`config.mk`:
```
export PLATFORM = sky130hd
export DESIGN_NAME = sdcmd_responder
export DESIGN_NICKNAME = d
export VERILOG_FILES = /design/src/rtl/sdcmd_responder.sv
export SDC_FILE = /design/constraint.sdc
export NUM_CORES = 1
export LEC_CHECK = 0
export CAP_MARGIN = 10
export CELL_PAD_IN_SITES_DETAIL_PLACEMENT = 0
export CELL_PAD_IN_SITES_GLOBAL_PLACEMENT = 1
export CORE_MARGIN = 10
export CORE_UTILIZATION = 40
export CTS_CLUSTER_SIZE = 25
export DETAILED_ROUTE_END_ITERATION = 10
export PLACE_DENSITY_LB_ADDON = 0.1
export SLEW_MARGIN = 5
export SYNTH_ARGS = -nofsm -noshare
export SYNTH_HDL_FRONTEND = slang
export SYNTH_SLANG_ARGS = --single-unit
export TNS_END_PERCENT = 1
```
`constraint.sdc`:
```
create_clock -name i_clk -period 5.5 [get_ports i_clk]
set_input_delay 1.1 -clock i_clk [delete_from_list [all_inputs] [get_ports i_clk]]
set_output_delay 1.1 -clock i_clk [all_outputs]
set_load 0.1 [all_outputs]
```
`src/rtl/sdcmd_responder.sv`:
```
// sdcmd_responder: card-side SD CMD line engine.
// Decodes 48-bit host commands and serialises 48/136-bit responses.
module sdcmd_responder #(
  parameter int NCR_MIN = 2,
  parameter int NCR_MAX = 64
) (
  input  logic         i_clk,
  input  logic         i_reset,
  input  logic         i_ck,
  input  logic         i_cmd,
  output logic         o_cmd,
  output logic         o_cmd_oe,
  output logic         o_cmd_valid,
  output logic [5:0]   o_cmd_index,
  output logic [31:0]  o_cmd_arg,
  output logic         o_cmd_err,
  input  logic         i_rsp_valid,
  output logic         o_rsp_ready,
  input  logic         i_rsp_long,
  input  logic         i_rsp_nocrc,
  input  logic [132:0] i_rsp_data,
  output logic         o_busy
);

  localparam int NW = $clog2(NCR_MAX + 1);
  localparam logic [NW-1:0] NMIN  = NW'(NCR_MIN);
  localparam logic [NW-1:0] NMAX  = NW'(NCR_MAX);
  localparam logic [NW-1:0] NLAST = NW'(NCR_MAX - 1);

  typedef enum logic [1:0] {
    S_IDLE,
    S_RX,
    S_WAIT,
    S_TX
  } state_t;

  state_t state_q, state_d;

  logic          ck_q;
  logic          rise, fall, hs;
  logic [7:0]    bit_q, bit_d;
  logic [7:0]    nxt, last;
  logic [6:0]    crc_q, crc_d;
  logic [45:0]   rx_q, rx_d;
  logic [NW-1:0] ncr_q, ncr_d;
  logic          have_q, have_d;
  logic          lng_q, lng_d;
  logic          nocrc_q, nocrc_d;
  logic [132:0]  data_q, data_d;
  logic [135:0]  tx_q, tx_d;
  logic [135:0]  frame;
  logic          cmd_q, cmd_d;
  logic          oe_q, oe_d;
  logic          valid_q, valid_d;
  logic          err_q, err_d;
  logic [5:0]    idx_q, idx_d;
  logic [31:0]   arg_q, arg_d;
  logic          crc_slot, txb;

  function automatic logic [6:0] crc7_step(input logic [6:0] c,
                                           input logic b);
    logic fb;
    fb = b ^ c[6];
    return {c[5:0], 1'b0} ^ (fb ? 7'h09 : 7'h00);
  endfunction

  assign rise = i_ck & ~ck_q;
  assign fall = ~i_ck & ck_q;

  assign o_rsp_ready = (state_q == S_WAIT) & ~have_q;
  assign hs          = i_rsp_valid & o_rsp_ready;
  assign o_busy      = (state_q != S_IDLE);

  assign o_cmd       = cmd_q;
  assign o_cmd_oe    = oe_q;
  assign o_cmd_valid = valid_q;
  assign o_cmd_err   = err_q;
  assign o_cmd_index = idx_q;
  assign o_cmd_arg   = arg_q;

  assign nxt  = bit_q + 8'd1;
  assign last = lng_q ? 8'd135 : 8'd47;

  assign frame = lng_q ? {2'b00, data_q, 1'b1}
                       : {2'b00, data_q[132:95], 7'h7f, 1'b1, 88'd0};

  always_comb begin
    state_d  = state_q;
    bit_d    = bit_q;
    crc_d    = crc_q;
    rx_d     = rx_q;
    ncr_d    = ncr_q;
    have_d   = have_q;
    lng_d    = lng_q;
    nocrc_d  = nocrc_q;
    data_d   = data_q;
    tx_d     = tx_q;
    cmd_d    = cmd_q;
    oe_d     = oe_q;
    valid_d  = 1'b0;
    err_d    = err_q;
    idx_d    = idx_q;
    arg_d    = arg_q;
    crc_slot = 1'b0;
    txb      = 1'b1;

    unique case (state_q)
      S_IDLE: begin
        if (rise && !i_cmd) begin
          state_d = S_RX;
          bit_d   = 8'd1;
          crc_d   = crc7_step(7'h00, 1'b0);
        end
      end

      S_RX: begin
        if (rise) begin
          rx_d  = {rx_q[44:0], i_cmd};
          bit_d = nxt;
          if (bit_q <= 8'd39) crc_d = crc7_step(crc_q, i_cmd);
          if (bit_q == 8'd47) begin
            valid_d = 1'b1;
            idx_d   = rx_q[44:39];
            arg_d   = rx_q[38:7];
            err_d   = ~rx_q[45] | (rx_q[6:0] != crc_q) | ~i_cmd;
            ncr_d   = '0;
            have_d  = 1'b0;
            state_d = err_d ? S_IDLE : S_WAIT;
          end
        end
      end

      S_WAIT: begin
        if (hs) begin
          have_d  = 1'b1;
          data_d  = i_rsp_data;
          lng_d   = i_rsp_long;
          nocrc_d = i_rsp_nocrc;
        end
        if (rise) begin
          if (ncr_q != NMAX) ncr_d = ncr_q + 1'b1;
          if (ncr_q == NLAST && !have_q && !hs) state_d = S_IDLE;
        end
        if (fall && have_q && ncr_q >= NMIN) begin
          state_d = S_TX;
          have_d  = 1'b0;
          cmd_d   = 1'b0;
          oe_d    = 1'b1;
          bit_d   = 8'd0;
          crc_d   = crc7_step(7'h00, 1'b0);
          tx_d    = {frame[134:0], 1'b0};
        end
      end

      S_TX: begin
        if (fall) begin
          if (bit_q == last) begin
            cmd_d   = 1'b1;
            oe_d    = 1'b0;
            state_d = S_IDLE;
          end else begin
            bit_d    = nxt;
            tx_d     = {tx_q[134:0], 1'b0};
            crc_slot = ~lng_q & (nxt >= 8'd40) & (nxt <= 8'd46);
            txb      = (crc_slot & ~nocrc_q) ? crc_q[6] : tx_q[135];
            cmd_d    = txb;
            if (nxt <= 8'd39) crc_d = crc7_step(crc_q, txb);
            else if (crc_slot) crc_d = {crc_q[5:0], 1'b0};
          end
        end
      end

      default: state_d = S_IDLE;
    endcase
  end

  always_ff @(posedge i_clk) begin
    ck_q <= i_ck;
  end

  always_ff @(posedge i_clk) begin
    if (i_reset) begin
      state_q <= S_IDLE;
      bit_q   <= '0;
      crc_q   <= '0;
      rx_q    <= '0;
      ncr_q   <= '0;
      have_q  <= 1'b0;
      lng_q   <= 1'b0;
      nocrc_q <= 1'b0;
      data_q  <= '0;
      tx_q    <= '0;
      cmd_q   <= 1'b1;
      oe_q    <= 1'b0;
      valid_q <= 1'b0;
      err_q   <= 1'b0;
      idx_q   <= '0;
      arg_q   <= '0;
    end else begin
      state_q <= state_d;
      bit_q   <= bit_d;
      crc_q   <= crc_d;
      rx_q    <= rx_d;
      ncr_q   <= ncr_d;
      have_q  <= have_d;
      lng_q   <= lng_d;
      nocrc_q <= nocrc_d;
      data_q  <= data_d;
      tx_q    <= tx_d;
      cmd_q   <= cmd_d;
      oe_q    <= oe_d;
      valid_q <= valid_d;
      err_q   <= err_d;
      idx_q   <= idx_d;
      arg_q   <= arg_d;
    end
  end

endmodule
```
---- Yosys cells after proc, flatten, opt, wreduce, memory -nomap -nowiden ----
Cells that the tools add are included.
word-level totals
  flip-flop bits (word level) ............. 385
  output and inout port bits .............. 44
operators by class
  add/sub/neg operators ................... 2
  magnitude comparators ................... 5
  equal/unequal tests ..................... 22
  muxes and demuxes ....................... 53
  bitwise operators ....................... 22
  reduce and logical (&&, ||, !) cells .... 24
operators with widths
  cell                                                                                 count
  136-bit two-way mux                                                                  3
  136-bit one-hot mux with 2 select lines                                              1
  96-bit two-way mux                                                                   1
  7-bit two-way mux                                                                    12
  8-bit two-way mux                                                                    6
  8-bit one-hot mux with 4 select lines                                                1
  7-bit one-hot mux with 4 select lines                                                1
  8-bit by 6-bit <= comparator with 1-bit output, second input constant                3
  2-bit two-way mux                                                                    9
  2-bit inequality test, second input constant                                         8
  7-bit one-hot mux with 2 select lines                                                1
  7-bit AND reduction                                                                  2
  7-bit by 4-bit XOR with 7-bit output                                                 2
  1-bit two-way mux                                                                    12
  4-bit AND reduction                                                                  3
  5-bit AND reduction                                                                  2
  1-bit NOT                                                                            9
  8-bit by 1-bit adder with 8-bit output, second input constant                        1
  8-bit by 6-bit equality test with 1-bit output, second input constant                1
  8-bit equality test                                                                  1
  8-bit by 6-bit greater-or-equal comparator with 1-bit output, second input constant  1
  4-bit two-way mux                                                                    2
  2-bit one-hot mux with 4 select lines                                                1
  7-bit by 1-bit adder with 7-bit output, second input constant                        1
  other kinds (21)                                                                     44

---- Logic depth before layout (Yosys ltp) ----
Gate-level depths: netlist of run 1.
  word-level depth ........................ 13
  gate-level depth with buffers ........... 11
  mapped depth without buffers ............ 8

---- Least setup slack after synthesis of run 1 ----
Ideal clock, no wire load.
  kind .................................... reg2reg
  start point ............................. register state_q[0]
  end point ............................... register state_q[1]
  library setup time ...................... 128 ps
  arrival time ............................ 3343 ps
  data required time ...................... 5372 ps
  setup slack ............................. 2029 ps
  stages on the path, launching flop included .. 10
  buffers on the path ..................... 1
  clock period less this slack ............ 3471 ps
  path through ............................ dfxtp_1 > inv_1 > ha_1 > clkbuf_1 > nor2b_1 > nand2_1 > a41o_1 > nand3b_1 > mux2i_1 > nor2_1
between the ends
  cells in the longest elaborated chain, start to end .. 7
ends and longest elaborated chain
  element                                                            RTL line  RTL
  start: declaration                                                 37        state_t state_q, state_d;
  start signal: assignment                                           200       state_q <= state_d;
  2-bit equality test                                                70        assign o_rsp_ready = (state_q == S_WAIT) & ~have_q;
  1-bit bitwise AND                                                  70
  named net o_rsp_ready                                              18        output logic o_rsp_ready,
  1-bit bitwise AND                                                  71        assign hs = i_rsp_valid & o_rsp_ready;
  1-bit logical NOT                                                  142       if (ncr_q == NLAST && !have_q && !hs) state_d = S_IDLE;
  1-bit logical AND                                                  142
  3-bit by 1-bit inequality test with 1-bit output (no source line)  -
  7-bit AND reduction (no source line)                               -
The timed path passes the listed nets, and every way through them passes these cells.
A chain may end at the register's enable or synchronous reset.

---- Worst setup path after layout of run 1 ----
  start point ............................. register state_q[0]
  end point ............................... output o_rsp_ready
between the ends
  cells in the longest elaborated chain, start to end .. 2
ends and longest elaborated chain
  element              RTL line
  2-bit equality test  70
  1-bit bitwise AND    70
  end: declaration     18
Every way passes these cells.

==> flow_summary_export.csv, run 1 <==
group,metric,value,unit
clocking,buffer_depth_of_the_longest_clock_path,3,
logic_synthesis,ys.warnings.count,0,
logic_synthesis,ys_ff_latch,384,
min_path,worst_hold_path_type,"reg -> reg",
clocking,post-cts-setup-buffers,0,
floorplan,core,0.0364,sq mm
place,portBuffers,183,
floorplan,std_cell_rows,70,
grt,met1_usage,0.203,
grt,grt_max_degree,148,
logic_synthesis,netlist_area,0.0147,sq mm
grt,wire_length_of_the_first_global_routing_pass,59500,microns
sta,final_hold_viol_count,0,
clocking,clock_insertion_delay_worst_skew,0.55,ns
cells_and_area,nNetsFinal,1983,
min_path,min-delay-start,"data_q[90]$_SDFFE_PP0P_",
clocking,htree_levels,2,
setup_path,element_type_at_the_critical_path_end,"output pin",
sta,fin_worst_skew,0.0167,ns
grt,grt.total_usage,0.157,
clocking,cts_repair_resize_count,0,
drt,routed-via-count,12300,
min_path,timing.hold.worst_endpoint,"data_q[90]$_SDFFE_PP0P_",
flow_run,drv.max_cap_violation_count,0,
setup_path,worst-setup-path-type,"reg -> out",
power,max-vdd-ir-drop,0.223,mV
clocking,cts_tree,"done",
logic_synthesis,synth.most_common_cell,"nand2_1",
grt,grt_use_met3,0.0337,
power,report.power.total,5.89,mW
logic_synthesis,synth_flop_cell,"dfxtp_1",
place,hpwl,22400,microns
floorplan,dieHeight,212,microns
setup_path,worst_reg2reg_path_startpoint,"state_q[1]$_SDFFE_PP0P_",
setup_path,path_buf_inv,2,
logic_synthesis,share_of_synthesized_area_occupied_by_flip_flops_and_latches,0.522,
setup_path,worstSetupStartpointType,"flop",
drt,detailedRoute.firstPassIterationCount,9,
sta,slew_at_the_pin_closest_to_its_max_slew_limit,1.11,ns
setup_path,delay_of_the_slowest_cell_on_the_worst_path,1.24,ns
place,final_estimated_routing_congestion_in_global_placement,0.807,
logic_synthesis,synth_top_area_frac,0.522,
floorplan,die_w,212,microns
floorplan,starting_density_of_the_core,0.404,
drt,avgViaCountPerCell,5.26,
drt,drt.antenna.violating_nets,0,
status,status,"complete, no violations",
sta,timing.setup.tns,0,ns
drt,detailedRoute.firstIterationViolations,1084,
sta,finalSetupViolations,0,
clocking,postCtsHoldBufs,0,
setup_path,timing.reg2reg.worst_path_depth,7,
sta,setup_repair_after_global_routing_missed_its_margin,"no",
setup_path,cp.arrival,3.08,ns
setup_path,critical-path-top-delay-family,"buffers and inverters",
sta,fin_crit_sh,0.761,
cells_and_area,post-route-cell-area,0.0182,sq mm
grt,grt_antenna_before_repair,0,
power,leakage_component_of_the_power,5.80,nW
clocking,cts-root-buf,"clkbuf_16",
logic_synthesis,syn-instance-count,1735,
logic_synthesis,synth.cells.most_frequent,"nand2_1 (470), dfxtp_1 (384), a21oi_1 (246)",
cells_and_area,layout-area-overhead-vs-synth,23.3,%
sta,max_freq,239,MHz
cells_and_area,fillCellCount,3553,
drt,wl_per_cell,15.4,microns
floorplan,io_pins,184,
setup_path,cp.required,4.40,ns
drt,detailed_route_wire_length,35800,microns
cells_and_area,antenna_cells,0,
logic_synthesis,async_reset_ff_frac,0,
sta,max-slew-margin-rel,0.258,
cells_and_area,drive_above_1_share,0.0536,
clocking,path_clk_slew,0.06,ns
grt,met2_usage,0.255,
power,powerDensity,325,mW/mm^2
setup_path,timing.critical_path.cells,"inv_1 > ha_1 > nor2b_1 > clkdlybuf4s50_1",
clocking,cts_sinks,384,
place,post_dp_cell_area,0.0168,sq mm
logic_synthesis,synth.lib_cells_used.distinct,60,
grt,globalRouteOverflowTotal,0,
setup_path,worstPathMaxFanout,11,
sta,final-max-slew-violation-count,0,
logic_synthesis,post_synth_edffs,0,
min_path,min_delay_path_depth,2,
clocking,cts_buffers,42,
setup_path,critical-path-slowest-cell,"clkdlybuf4s50_1",
logic_synthesis,synthesis.area_per_instance,8.49,sq um
grt,grt_busiest_layer,"met2",
drt,drc_errors,0,
setup_path,reg2reg_to,"tx_q[80]$_SDFFE_PP0P_",
logic_synthesis,netlist.top_cell.by_area,"dfxtp_1",
logic_synthesis,syn-num-nets,1884,
grt,first_global_vias,11800,
logic_synthesis,netlist_top_cells_area,"dfxtp_1 (52%), nand2_1 (12%), a21oi_1 (8.4%)",
floorplan,die-area,0.0449,sq mm
sta,min_period,4.18,ns
setup_path,slack_of_the_worst_reg_to_reg_path,2.39,ns
-- stage by stage --
stage | hold slack [ns] | setup slack [ns] | utilization | cells
floorplan | 0.431 | 2.03 | - | 1735
global placement | 0.442 | 1.88 | 0.460 | 2258
detailed placement | 0.443 | 1.86 | 0.460 | 2258
CTS | 0.451 | 1.25 | 0.498 | 2333
global route | 0.467 | 1.14 | 0.498 | 2333
finish | 0.450 | 1.32 | 0.498 | 2333
-- sequential cells by signal, indices dropped and copies added (netlist names), 2 cells and up --
signal	count
state_q	2
bit_q	8
data_q	133
o_cmd_index	6
tx_q	135
o_cmd_arg	32
rx_q	46
crc_q	7
ncr_q	7
-- how the worst max path moves through the flow --
stage / startpoint / end / depth (start not counted)
final: state_q[0]$_SDFFE_PP0P_ / o_rsp_ready / 4
after global routing: state_q[0]$_SDFFE_PP0P_ / o_rsp_ready / 4
after CTS: state_q[0]$_SDFFE_PP0P_ / o_rsp_ready / 4
after detailed placement: i_ck / o_cmd_err$_SDFFE_PP0P_ / 7
after global placement: state_q[0]$_SDFFE_PP0P_ / o_rsp_ready / 4
after floorplan: state_q[0]$_SDFFE_PP0P_ / state_q[1]$_SDFFE_PP0P_ / 9
-- report_power, final --
group / switching (mW) / leakage (nW) / internal [mW] / total (mW)
Combinational: 0.161 / 2.01 / 0.132 / 0.294
Sequential: 0.0144 / 3.09 / 2.79 / 2.81
Clock: 1.09 / 0.692 / 1.70 / 2.79
Total: 1.27 / 5.80 / 4.63 / 5.89
-- worst min-delay path: cells and delay by family, from the launching register on --
kind	cells	cell delay, ns
AO/OA/AOI/OAI	1	0.05
flip-flops	1	0.30
AND/OR/NAND/NOR	1	0.05
-- layer usage --
layer / vias to the layer above / routed length [microns]
li1: 6238 / -
met1: 5770 / 16800
met2: 209 / 16800
met3: 49 / 1600
met4: 0 / 670
met5: - / 0
-- cell usage in the layout, fill, tap and decap left out, types with 14 or more instances in the layout --
cell type | Yosys | final
nand2_1 | 470 | 469
dfxtp_1 | 384 | 384
a21oi_1 | 246 | 245
clkdlybuf4s50_1 | 0 | 182
nor2_1 | 157 | 155
a222oi_1 | 87 | 87
clkbuf_16 | 0 | 45
a211oi_1 | 44 | 44
mux2i_1 | 43 | 43
buf_4 | 3 | 14
-- layout make-up --
| class | count | area (sq um) | share of cell area |
|---|---|---|---|
| repair buffers | 199 | 1980 | 0.109 |
| clock inverters | 10 | 100 | 0.00551 |
| flip-flops and latches | 384 | 7690 | 0.423 |
| well taps | 468 | 586 | 0.0322 |
| clock buffers | 65 | 1290 | 0.0711 |
| multi-input cells | 1197 | 6470 | 0.357 |
| inverters | 10 | 37.5 | 0.00207 |
-- logic make-up after synthesis --
logic type	count (synthesis)	share of synthesized area
adders and majority gates	9	0.00765
DFF	384	0.522
xor gates and xnor gates	19	0.0113
muxes	45	0.0308
buffers and inverters	154	0.0423
AOI/OAI and AO/OA	423	0.189
and+or+nand+nor	701	0.196
(Power assumes the default switching activity.)
==> run 2: changes to the inputs <==
==> constraint.sdc (replaced) <==
create_clock -name i_clk -period 4 [get_ports i_clk]
set_input_delay 0.8 -clock i_clk [delete_from_list [all_inputs] [get_ports i_clk]]
set_output_delay 0.8 -clock i_clk [all_outputs]
set_load 0.1 [all_outputs]
==> run 2 against run 1 <==
  * Clock-buffer cell count is 4 higher
  * Largest power group is now the clock network
  * Critical endpoint unchanged
  * Power up 39%
  * Setup slack got worse by 0.44 ns
  * Highest routed layer unchanged
  * Sequential cell count did not move
  * Sequential power is 37% higher
  * Hold slack got worse by 0.0019 ns
  * Wire length increased by 0.21%
==> flow_summary_export.csv, run 2 (synthesized netlist as in run 1, its figures left out) <==
group,metric,value,unit
setup_path,timing.reg2reg.worst_path_depth,7,
power,seqPwrFrac,0.470,
sta,final-max-slew-violation-count,0,
setup_path,timing.critical_path.cells,"inv_1 > ha_1 > nor2b_1 > buf_4",
power,report.power.total,8.22,mW
cells_and_area,regMostFlops,"tx_q",
drt,drt.antenna.violating_nets,0,
clocking,cts_sinks,384,
drt,wl_per_cell,15.4,microns
min_path,min_delay_path_depth,2,
min_path,worst_hold_path_type,"reg -> reg",
clocking,buffer_depth_of_the_longest_clock_path,3,
clocking,path_clk_slew,0.05,ns
sta,fin_crit_sh,0.782,
setup_path,worstPathMaxFanout,11,
drt,detailed_route_wire_length,35900,microns
cells_and_area,nNetsFinal,1987,
grt,wire_length_of_the_first_global_routing_pass,59600,microns
min_path,min-delay-start,"data_q[90]$_SDFFE_PP0P_",
sta,setup_repair_after_global_routing_missed_its_margin,"no",
clocking,cts_buffers,43,
sta,min_period,3.13,ns
floorplan,die_w,212,microns
setup_path,worst_reg2reg_path_startpoint,"bit_q[0]$_SDFFE_PP0P_",
floorplan,std_cell_rows,70,
setup_path,cp.arrival,2.33,ns
cells_and_area,post-route-util,0.502,
floorplan,die-area,0.0449,sq mm
clocking,postCtsHoldBufs,0,
clocking,htree_levels,2,
cells_and_area,antenna_cells,0,
sta,fin_worst_skew,0.0138,ns
drt,detailedRoute.firstPassIterationCount,10,
cells_and_area,biggestRegsByFlops,"tx_q: 135 flops, data_q: 133 flops, rx_q: 46 flops",
power,leakage_component_of_the_power,5.85,nW
sta,slew_at_the_pin_closest_to_its_max_slew_limit,1.14,ns
drt,drc_errors,0,
power,switching_share,0.212,
setup_path,critical-path-slowest-cell,"nor2b_1",
setup_path,reg2reg_to,"crc_q[3]$_SDFFE_PP0P_",
floorplan,starting_density_of_the_core,0.404,
place,dpl_worst_slack,0.687,ns
setup_path,path_buf_inv,2,
setup_path,worst-setup-path-type,"reg -> out",
power,max-vdd-ir-drop,0.240,mV
power,fraction_of_power_consumed_by_combinational_cells,0.049,
setup_path,critical-path-top-delay-family,"simple AND/OR/NAND/NOR gates",
drt,routed-via-count,12200,
setup_path,cp.depth,4,
setup_path,cp.required,3.20,ns
sta,max_freq,320,MHz
grt,first_global_vias,11900,
power,portion_of_total_power_attributed_to_the_clock_network,0.481,
sta,timing.setup.tns,0,ns
cells_and_area,most-common-layout-cells,"nand2_1 (469), dfxtp_1 (384), a21oi_1 (245)",
cells_and_area,layout-area-overhead-vs-synth,24.2,%
setup_path,element_type_at_the_critical_path_end,"output pin",
clocking,post-cts-setup-buffers,0,
cells_and_area,drive_above_1_share,0.0561,
cells_and_area,largest_reg_flops,135,
cells_and_area,fillCellCount,3581,
sta,final_critical_path_setup_slack,0.873,ns
place,hpwl,22200,microns
clocking,cts-root-buf,"clkbuf_16",
sta,max-slew-margin-rel,0.242,
sta,fin_worst_hold_slack,0.448,ns
setup_path,worstSetupStartpointType,"flop",
setup_path,slack_of_the_worst_reg_to_reg_path,1.07,ns
status,status,"complete, no violations",
drt,detailedRoute.firstIterationViolations,1073,
grt,globalRouteOverflowTotal,0,
flow_run,drv.max_cap_violation_count,0,
sta,final_hold_viol_count,0,
cells_and_area,post-route-cell-area,0.0183,sq mm
cells_and_area,fin_cells,2338,
cells_and_area,layout.cells.most_common,"nand2_1",
place,post_dp_cell_area,0.0168,sq mm
clocking,cts_repair_resize_count,0,
floorplan,dieHeight,212,microns
cells_and_area,layout.area.seq,0.00769,sq mm
grt,grt.total_usage,0.155,
clocking,cts_tree,"done",
place,portBuffers,183,
grt,grt_antenna_before_repair,0,
power,powerDensity,449,mW/mm^2
drt,avgViaCountPerCell,5.24,
place,place_inst,2261,
floorplan,io_pins,184,
place,final_estimated_routing_congestion_in_global_placement,0.793,
floorplan,core,0.0364,sq mm
clocking,clock_insertion_delay_worst_skew,0.53,ns
sta,finalSetupViolations,0,
power,power_switching,1.74,mW
min_path,timing.hold.worst_endpoint,"data_q[90]$_SDFFE_PP0P_",
power,power_report.internal_total,6.48,mW
grt,grt_max_degree,109,
cells_and_area,multiInputGateArea,0.00647,sq mm
setup_path,delay_of_the_slowest_cell_on_the_worst_path,0.54,ns
-- run 2: final cells by class --
type,count,area share
clock buffer,69,0.0725
inverter,10,0.00205
multi-input combinational,1197,0.354
sequential,384,0.420
timing repair buffer,202,0.113
clock inverter,8,0.00629
tap,468,0.0320
-- run 2: worst max-delay path by stage --
| stage | start | to |
|---|---|---|
| detailed placement | i_ck | crc_q[4]$_SDFFE_PP0P_ |
| CTS | state_q[0]$_SDFFE_PP0P_ | o_rsp_ready |
| finish | state_q[0]$_SDFFE_PP0P_ | o_rsp_ready |
| global placement | i_ck | crc_q[4]$_SDFFE_PP0P_ |
| floorplan | state_q[0]$_SDFFE_PP0P_ | state_q[1]$_SDFFE_PP0P_ |
| global route | state_q[0]$_SDFFE_PP0P_ | o_rsp_ready |
-- run 2: worst reg2reg max path, stage by stage, from the launching register on --
cell and delay [ns]:
dfxtp_1 0.53, ha_1 0.41, nand3_2 0.19, a2111oi_2 0.38, a211oi_1 0.08, nor4b_1 0.56
mux2_1 0.40, a311oi_1 0.28
-- run 2: power by group through the flow --
stage	registers, mW	clock network (mW)	logic [mW]
2_1_floorplan	3.93	0	0.211
6_report	3.86	3.95	0.406
5_1_grt	3.86	4.25	0.440
4_1_cts	3.86	4.07	0.409
3_5_place_dp	3.94	0	0.407
3_3_place_gp	3.94	0	0.407
-- run 2: layer usage --
| layer | track usage | routed length (microns) | up-vias |
|---|---|---|---|
| met5 | 0 | 0 | - |
| met4 | 0.0360 | 473 | 0 |
| met3 | 0.0348 | 1900 | 35 |
| met2 | 0.259 | 17000 | 238 |
| met1 | 0.200 | 16600 | 5744 |
| li1 | - | - | 6225 |
